## config.mk

```make
export PLATFORM = sky130hd
export DESIGN_NAME = seg7_scan_encoder
export DESIGN_NICKNAME = d
export VERILOG_FILES = /design/src/rtl/seg7_scan_encoder_pkg.sv /design/src/rtl/seg7_scan_encoder_lookup.sv /design/src/rtl/seg7_scan_encoder.sv
export SDC_FILE = /design/constraint.sdc
export NUM_CORES = 1
export LEC_CHECK = 0
export ABC_AREA = 0
export CAP_MARGIN = 20
export CORE_UTILIZATION = 45
export DETAILED_ROUTE_END_ITERATION = 12
export GPL_TIMING_DRIVEN = 0
export PLACE_DENSITY = 0.7
export SLEW_MARGIN = 20
export SYNTH_ARGS = -nofsm -noshare
export SYNTH_HDL_FRONTEND = slang
export SYNTH_SLANG_ARGS = --single-unit
```

## constraint.sdc

```tcl
create_clock -name Clk -period 2.8 [get_ports Clk]
set_clock_uncertainty 0.05 [all_clocks]
set_input_delay 0.42 -clock Clk [delete_from_list [all_inputs] [get_ports Clk]]
set_output_delay 0.42 -clock Clk [all_outputs]
set_load 0.005 [all_outputs]
```

## src/rtl/seg7_scan_encoder_pkg.sv

```systemverilog
// seg7_scan_encoder_pkg: segment pattern constants and FSM state type shared by the scan encoder.
package seg7_scan_encoder_pkg;
    typedef logic [0:6] seg_t;
    localparam seg_t SEG_BLANK = 7'b1111111;
    localparam seg_t SEG_HEX [16] = '{
        7'b0000001, 7'b1001111, 7'b0010010, 7'b0000110,
        7'b1001100, 7'b0100100, 7'b0100000, 7'b0001111,
        7'b0000000, 7'b0000100, 7'b0001000, 7'b1100000,
        7'b0110001, 7'b1000010, 7'b0110000, 7'b0111000
    };
    typedef enum logic [1:0] {IDLE, FILTER, COMMIT, HOLD} state_t;
endpackage

```

## src/rtl/seg7_scan_encoder_lookup.sv

```systemverilog
// seg7_pattern_lookup: maps an active-low a..g pattern back to its hex value.
module seg7_pattern_lookup
    import seg7_scan_encoder_pkg::*;
(
    input  logic [0:6] Seg,
    output logic [3:0] Hex,
    output logic       Hit,
    output logic       IsBlank
);
    always_comb begin
        Hex = 4'h0;
        Hit = 1'b1;
        IsBlank = 1'b0;
        case (Seg)
            SEG_HEX[0]:  Hex = 4'h0;
            SEG_HEX[1]:  Hex = 4'h1;
            SEG_HEX[2]:  Hex = 4'h2;
            SEG_HEX[3]:  Hex = 4'h3;
            SEG_HEX[4]:  Hex = 4'h4;
            SEG_HEX[5]:  Hex = 4'h5;
            SEG_HEX[6]:  Hex = 4'h6;
            SEG_HEX[7]:  Hex = 4'h7;
            SEG_HEX[8]:  Hex = 4'h8;
            SEG_HEX[9]:  Hex = 4'h9;
            SEG_HEX[10]: Hex = 4'hA;
            SEG_HEX[11]: Hex = 4'hB;
            SEG_HEX[12]: Hex = 4'hC;
            SEG_HEX[13]: Hex = 4'hD;
            SEG_HEX[14]: Hex = 4'hE;
            SEG_HEX[15]: Hex = 4'hF;
            SEG_BLANK: begin
                Hit = 1'b0;
                IsBlank = 1'b1;
            end
            default:     Hit = 1'b0;
        endcase
    end
endmodule

```

## src/rtl/seg7_scan_encoder.sv

```systemverilog
// seg7_scan_encoder: debounces a strobed 7-segment bus, encodes each digit to hex
// and assembles a multi-digit word with per-frame completion tracking.
module seg7_scan_encoder
    import seg7_scan_encoder_pkg::*;
#(
    parameter int NDIG = 4,
    parameter int STABLE_CYCLES = 3,
    localparam int IW = (NDIG > 1) ? $clog2(NDIG) : 1,
    localparam int CW = $clog2(STABLE_CYCLES + 1)
) (
    input  logic              Clk,
    input  logic              Resetn,
    input  logic [0:6]        Seg,
    input  logic              Strobe,
    input  logic [IW-1:0]     DigIdx,
    output logic [3:0]        Hex,
    output logic [IW-1:0]     HexIdx,
    output logic              Valid,
    output logic              Blank,
    output logic              Err,
    output logic [4*NDIG-1:0] Word,
    output logic              FrameDone
);
    state_t state_q, state_d;
    logic [CW-1:0] cnt_q, cnt_d;
    logic [0:6] seg_r_q, seg_r_d;
    logic [IW-1:0] idx_r_q, idx_r_d, hex_idx_q, hex_idx_d;
    logic [3:0] hex_q, hex_d, lk_hex;
    logic valid_q, valid_d, blank_q, blank_d, err_q, err_d, frame_q, frame_d;
    logic [4*NDIG-1:0] word_q, word_d;
    logic [NDIG-1:0] mask_q, mask_d, mask_set;
    logic lk_hit, lk_blank;

    seg7_pattern_lookup u_lookup (
        .Seg(seg_r_q),
        .Hex(lk_hex),
        .Hit(lk_hit),
        .IsBlank(lk_blank)
    );

    always_comb begin
        state_d = state_q;
        cnt_d = cnt_q;
        seg_r_d = seg_r_q;
        idx_r_d = idx_r_q;
        hex_d = hex_q;
        hex_idx_d = hex_idx_q;
        valid_d = 1'b0;
        blank_d = 1'b0;
        err_d = 1'b0;
        frame_d = 1'b0;
        word_d = word_q;
        mask_d = mask_q;
        mask_set = mask_q;
        case (state_q)
            IDLE: if (Strobe) begin
                seg_r_d = Seg;
                idx_r_d = DigIdx;
                cnt_d = CW'(1);
                state_d = (STABLE_CYCLES == 1) ? COMMIT : FILTER;
            end
            FILTER: begin
                if (!Strobe) begin
                    state_d = IDLE;
                end else if (Seg != seg_r_q || DigIdx != idx_r_q) begin
                    seg_r_d = Seg;
                    idx_r_d = DigIdx;
                    cnt_d = CW'(1);
                end else if (cnt_q == CW'(STABLE_CYCLES)) begin
                    state_d = COMMIT;
                end else begin
                    cnt_d = cnt_q + CW'(1);
                end
            end
            COMMIT: begin
                state_d = HOLD;
                hex_idx_d = idx_r_q;
                if (int'(idx_r_q) >= NDIG || !(lk_hit || lk_blank)) begin
                    err_d = 1'b1;
                end else begin
                    blank_d = lk_blank;
                    valid_d = !lk_blank;
                    hex_d = lk_blank ? hex_q : lk_hex;
                    for (int k = 0; k < NDIG; k++) begin
                        if (idx_r_q == IW'(k)) begin
                            word_d[4*k +: 4] = lk_blank ? 4'h0 : lk_hex;
                            mask_set[k] = 1'b1;
                        end
                    end
                    // A completed frame is reported once and tracking starts afresh.
                    frame_d = &mask_set;
                    mask_d = (&mask_set) ? '0 : mask_set;
                end
            end
            HOLD: if (!Strobe) state_d = IDLE;
            default: state_d = IDLE;
        endcase
    end

    always_ff @(posedge Clk) begin
        if (!Resetn) begin
            state_q <= IDLE;
            cnt_q <= '0;
            seg_r_q <= '0;
            idx_r_q <= '0;
            hex_q <= '0;
            hex_idx_q <= '0;
            valid_q <= 1'b0;
            blank_q <= 1'b0;
            err_q <= 1'b0;
            frame_q <= 1'b0;
            word_q <= '0;
            mask_q <= '0;
        end else begin
            state_q <= state_d;
            cnt_q <= cnt_d;
            seg_r_q <= seg_r_d;
            idx_r_q <= idx_r_d;
            hex_q <= hex_d;
            hex_idx_q <= hex_idx_d;
            valid_q <= valid_d;
            blank_q <= blank_d;
            err_q <= err_d;
            frame_q <= frame_d;
            word_q <= word_d;
            mask_q <= mask_d;
        end
    end

    assign Hex = hex_q;
    assign HexIdx = hex_idx_q;
    assign Valid = valid_q;
    assign Blank = blank_q;
    assign Err = err_q;
    assign Word = word_q;
    assign FrameDone = frame_q;
endmodule

```

# ---- Word-level counts from Yosys, hierarchy flattened
# Cells that the tools add are included.
dict set report totals {
  in_bits 12
  output_inout_bits 26
  regBits 43
  word_cells 105
}
dict set report classes {
  eq_ne 32
  muxes 36
  addsub 1
  reduce_logical 20
  n_bitwise 1
}
# op count
set op_table {}
lappend op_table {{4-bit case mux with 15 select lines} 1}
lappend op_table {{7-bit by 6-bit == test with 1-bit output, second input constant} 5}
lappend op_table {{7-bit == test, second input constant} 5}
lappend op_table {{2-bit 2-to-1 mux} 11}
lappend op_table {{7-bit 2-to-1 mux} 3}
lappend op_table {{3-bit AND reduction} 6}
lappend op_table {{4-bit AND reduction} 4}
lappend op_table {{16-bit OR reduction} 1}
lappend op_table {{1-bit 2-to-1 mux} 15}
lappend op_table {{7-bit by 3-bit == test with 1-bit output, second input constant} 2}
lappend op_table {{7-bit by 4-bit == test with 1-bit output, second input constant} 2}
lappend op_table {{7-bit case mux with 2 select lines} 1}
lappend op_table {{2-bit == test, second input constant} 5}
lappend op_table {{3-bit != test, second input constant} 3}
lappend op_table {{4-bit 2-to-1 mux} 2}
lappend op_table {{2-bit != test, second input constant} 4}
lappend op_table {{2-bit case mux with 2 select lines} 2}
lappend op_table {{2-bit case mux with 4 select lines} 1}
lappend op_table {{7-bit by 1-bit == test with 1-bit output, second input constant} 1}
lappend op_table {{7-bit by 5-bit == test with 1-bit output, second input constant} 1}
lappend op_table {{7-bit zero test} 1}
lappend op_table {{7-bit != test} 1}
lappend op_table {{2-bit by 1-bit == test with 1-bit output, second input constant} 2}
lappend op_table {{2-bit zero test} 2}
lappend op_table {{7 further kinds} 9}

# ---- Logic depth before layout (Yosys ltp)
dict set report logic_depth {
  word_depth 8
  depth_mapped 9
  mapped_depth_nobuf 6
}

# ---- Cells and area by module
# Synthesis repeated with hierarchy kept, for this count alone.
dict set report unflattened {
  cells_unflattened 239
  area_unflattened_um2 2168.3
}
# module area_each_um2 n_inst seq_area_each_um2 cells_per_inst
set by_module_without_submodules {}
lappend by_module_without_submodules {seg7_scan_encoder 1834.3 1 860.8 185}
lappend by_module_without_submodules {seg7_pattern_lookup 334.1 1 0.0 54}

# ---- Least setup slack after synthesis
# Ideal clock, no wire load.
dict set report synth_path {
  path_kind {register -> register}
  start {register seg_r_q[5] (netlist name)}
  end {register mask_q[0]}
  arrival_time_ps 1602
  setup_time_ps 134
  stages_incl_launch_ff 8
  path_slack_ps 1014
  period_less_slack_ps 1786
  required_time_ps 2616
  path_buffers 2
  cell_sequence {dfxtp_1 > buf_4 > and4bb_1 > nor3_1 > o31a_1 > buf_6 > a311oi_2 > a211oi_1}
}
dict set report synth_between {
  elab_chain_len 5
  word_cells_on_any_way 22
  classes_between {eq/ne: 16; mux: 2; reduce/logical: 4}
}
# item line
set synth_rtl {}
lappend synth_rtl {{start: declaration} seg7_scan_encoder.sv:26} ;# logic [0:6] seg_r_q, seg_r_d;
lappend synth_rtl {{start signal: assignment} seg7_scan_encoder.sv:117} ;# seg_r_q <= seg_r_d;
lappend synth_rtl {{7-bit by 1-bit == test with 1-bit output (tied with other cells)} seg7_scan_encoder_lookup.sv:14} ;# case (Seg)
lappend synth_rtl {{16-bit OR reduction (no line)} --}
lappend synth_rtl {{1-bit 2-to-1 mux} seg7_scan_encoder_lookup.sv:14}
lappend synth_rtl {{1-bit logical OR *} seg7_scan_encoder.sv:78} ;# if (int'(idx_r_q) >= NDIG || !(lk_hit || lk_blank)) begin
lappend synth_rtl {{2-bit AND reduction (no line) *} --}
lappend synth_rtl {{end signal: assignment} seg7_scan_encoder.sv:126} ;# mask_q <= mask_d;
lappend synth_rtl {{end: declaration} seg7_scan_encoder.sv:31} ;# logic [NDIG-1:0] mask_q, mask_d, mask_set;
# Every way passes the cells marked *; elsewhere a longest branch is shown, timed or not.
# A chain may end at the register's enable or synchronous reset.

# ---- Worst setup path in the final report
dict set report layout_path {
  start {register seg_r_q[3] (netlist name)}
  end {register state_q[0]}
}
dict set report layout_between {
  elab_chain_len 4
}
# item line
set layout_rtl {}
lappend layout_rtl {{7-bit != test} seg7_scan_encoder.sv:65} ;# end else if (Seg != seg_r_q || DigIdx != idx_r_q) begin
lappend layout_rtl {{1-bit logical OR} seg7_scan_encoder.sv:65}
lappend layout_rtl {{3-bit != test (no line)} --}
lappend layout_rtl {{4-bit AND reduction (no line)} --}
lappend layout_rtl {{end signal: assignment} seg7_scan_encoder.sv:115} ;# state_q <= state_d;
lappend layout_rtl {{end: declaration} seg7_scan_encoder.sv:24} ;# state_t state_q, state_d;
# Every way passes these cells.

==> results.cfg <==
[run_status]
status = complete, no violations

[floorplan]
die_y_um = 72.3
die_w_um = 72.3
io_pins = 38
core_um2 = 4750
die-area_um2 = 5230
num_rows = 25
initial_utilization = 0.468

[routing]
drc = 0
drt-total-wl_um = 5190
num_vias = 1969
drtIter0Drc = 157
postRouteAntennaNets = 0
avgViaCountPerCell = 5.28
drtPass1Iterations = 4
wl_per_cell_um = 13.9

[grt]
grtUsageTotal = 0.216
grt_pass1_vias = 1812
grt.overflow.total = 0
grt_antenna_before_repair = 0
grt_max_degree = 13
grt_pass1_wl_um = 8740

[clock_network]
cts_tree = built
cts_resized = 0
cts_root_buffer = clkbuf_8
numCtsBuffers = 5
worstSkewPairLatency_ns = 0.29
clk_pin_slew_ns = 0.08
hold_buffers = 0
ctsLongestPathBuffers = 2
numClockSinks = 43
cts_max_level = 2
cts_setup_buffers = 0

[place]
port_buffers = 37
placed_area_um2 = 2680
dp.cells = 366
place_hpwl_um = 3760
routabilityCongestion = 0.854

[pwr]
p_leak_nw = 0.961
vdd_drop_max_mv = 0.296
power_density_nw_per_um2 = 432

[finish]
utilization = 0.582
drive_gt1_frac = 0.101
antenna_cells = 0
area_growth_pct = 24.4
layout.nets = 319
final_area_um2 = 2770
fin_cells = 373

[sta]
fmax_mhz = 481
hold_viol = 0
setup_viol = 0
tns_ns = 0
rsz0062_at_grt = no
worst_pin_slew_ns = 0.658
hold_slack_ns = 0.412
period_needed_ns = 2.08
finalCritPeriodShare = 0.742
maxSlewViolCount = 0
maxSlewHeadroom = 0.557

[critical_path]
cp_slowest_stage_delay_ns = 0.42
cpMaxStageDelayCell = nor3_1
worstPathRequired_ns = 2.92
endpoint_kind = flip-flop
worst-path-max-fanout = 10
crit_chain = buf_4, clkbuf_1, xnor2_1, nand4_1, nor3_1, nand2_1, a22oi_1, nor2_1
crit_arrival_ns = 2.20
regToRegSetupSlack_ns = 0.72
worstSetupPathType = reg2reg
worst_setup_path_start_kind = flip-flop
crit_family = simple AND/OR/NAND/NOR gates
path_buf_inv = 2

[logic_synthesis]
synthSimpleGateAreaFrac = 0.242
yosysSeqAreaShare = 0.387
syn-instance-count = 262
yosys.area_share.adder = 0.00562
synthTopCellsByArea = dfxtp_1, nand2_1, mux2i_1
synth_edf_count = 0
synth_top_area_cell = dfxtp_1
ys.flop_type = dfxtp_1
synth.distinct_cells = 49
yosys_warnings = 0
muxShareOfSynthArea = 0.0450
synth.top_cell.area_share = 0.387
async_reset_ff_frac = 0
syn_nets = 275
synth-xor-area-share = 0.0433
synth_area_per_cell_um2 = 8.49
synth_top_family_by_area = simple AND/OR/NAND/NOR gates
syn_area_um2 = 2220
synth-compound-area-share = 0.210
synth-seq-cells = 43

[flow_run]
maxCapViolCount = 0

[min_path]
hp-class = reg2reg
cells in the mapped netlist (3+ instances only):
library cell / instances
a32oi_1: 3
mux2i_1: 10
a21oi_1: 19
nor2_1: 11
nand2b_1: 4
xnor2_1: 11
nand4_1: 6
o21ai_0: 5
nand2_1: 52
clkbuf_1: 8
a31oi_1: 4
a211oi_1: 4
inv_1: 7
buf_2: 5
a31o_4: 4
nor2b_1: 3
buf_4: 3
dfxtp_1: 43
o2bb2ai_1: 4
nand3_1: 5
buf_6: 3
and2_1: 6
nor3_1: 4
o22ai_1: 6
placed cells by master (no fill, tap or decap), drive strengths merged, types with 3 or more instances in the layout:
cell type	synthesis	final
nand2	52	52
dfxtp	43	43
buf	13	13
a31oi	4	4
a21oi	20	20
clkbuf	8	14
a211oi	4	4
and2	6	6
o21ai	7	7
nand4	6	6
o2bb2ai	4	4
a32oi	3	3
mux2i	10	10
nor3	4	4
clkdlybuf4s50	0	37
xnor2	11	11
nand3	5	5
inv	7	7
nor2b	3	3
nor3b	3	3
a31o	4	4
nor2	12	12
o22ai	6	6
nand2b	4	4
stage by stage:
stage / setup slack, ns / total power, mW
2_1_floorplan: 1.01 / 0.765
3_3_place_gp: 0.714 / 0.812
3_5_place_dp: 0.672 / 0.812
4_1_cts: 0.697 / 1.20
5_1_grt: 0.505 / 1.25
6_report: 0.722 / 1.19
cell families after synthesis:
group / Yosys count
flip-flops: 43
XOR/XNOR: 11
AND/OR/NAND/NOR: 105
adder cells (fa/ha/maj): 1
AO/OA/AOI/OAI: 63
multiplexers: 10
buffers and inverters: 29
area by class of cell:
| type | instances | area, µm² |
|---|---|---|
| plain buffers | 21 | 119 |
| multi-input cells | 190 | 1210 |
| clock buffers | 6 | 82.6 |
| flip-flops and latches | 43 | 861 |
| well taps | 67 | 83.8 |
| clock inverters | 1 | 5.00 |
| inverters | 8 | 30.0 |
| repair buffers | 37 | 370 |
| fillers | 451 | 1990 |
routing by layer:
metal  vias up  part of all wire  global-route usage
met5         -                 0                   0
met4         0            0.0098              0.0763
met3         7             0.059              0.0514
met2        52              0.47               0.335
met1       899              0.46               0.295
li1       1011                 -                   -
flip-flops by register name, indices dropped and copies added, names as in the netlist, named ones only:
name       count
mask_q         4
Valid          1
seg_r_q        7
Hex            4
idx_r_q        2
Blank          1
Word          16
HexIdx         2
state_q        1
cnt_q          2
Err            1
FrameDone      1
final timing paths:
| kind | start | to | cells after the start |
|---|---|---|---|
| hold / removal | Word[2] | Word[2] | 2 |
| hold reg to reg | Word[2] | Word[2] | 2 |
| setup reg to reg | seg_r_q[3] | state_q[0] | 8 |
| setup / recovery | seg_r_q[3] | state_q[0] | 8 |
power breakdown:
part	switching [mW]	internal, mW	leakage (nW)	total (mW)
registers	0.00604	0.620	0.349	0.626
clock network	0.202	0.194	0.0470	0.396
logic	0.0998	0.0732	0.565	0.173
worst register-to-register path: stages (launching register included):
cell and delay, ns:
dfxtp_1 0.31, buf_4 0.18, clkbuf_1 0.37, xnor2_1 0.17, nand4_1 0.11, nor3_1 0.42
nand2_1 0.14, a22oi_1 0.16, nor2_1 0.05
Power figures use the tool's default switching activity.
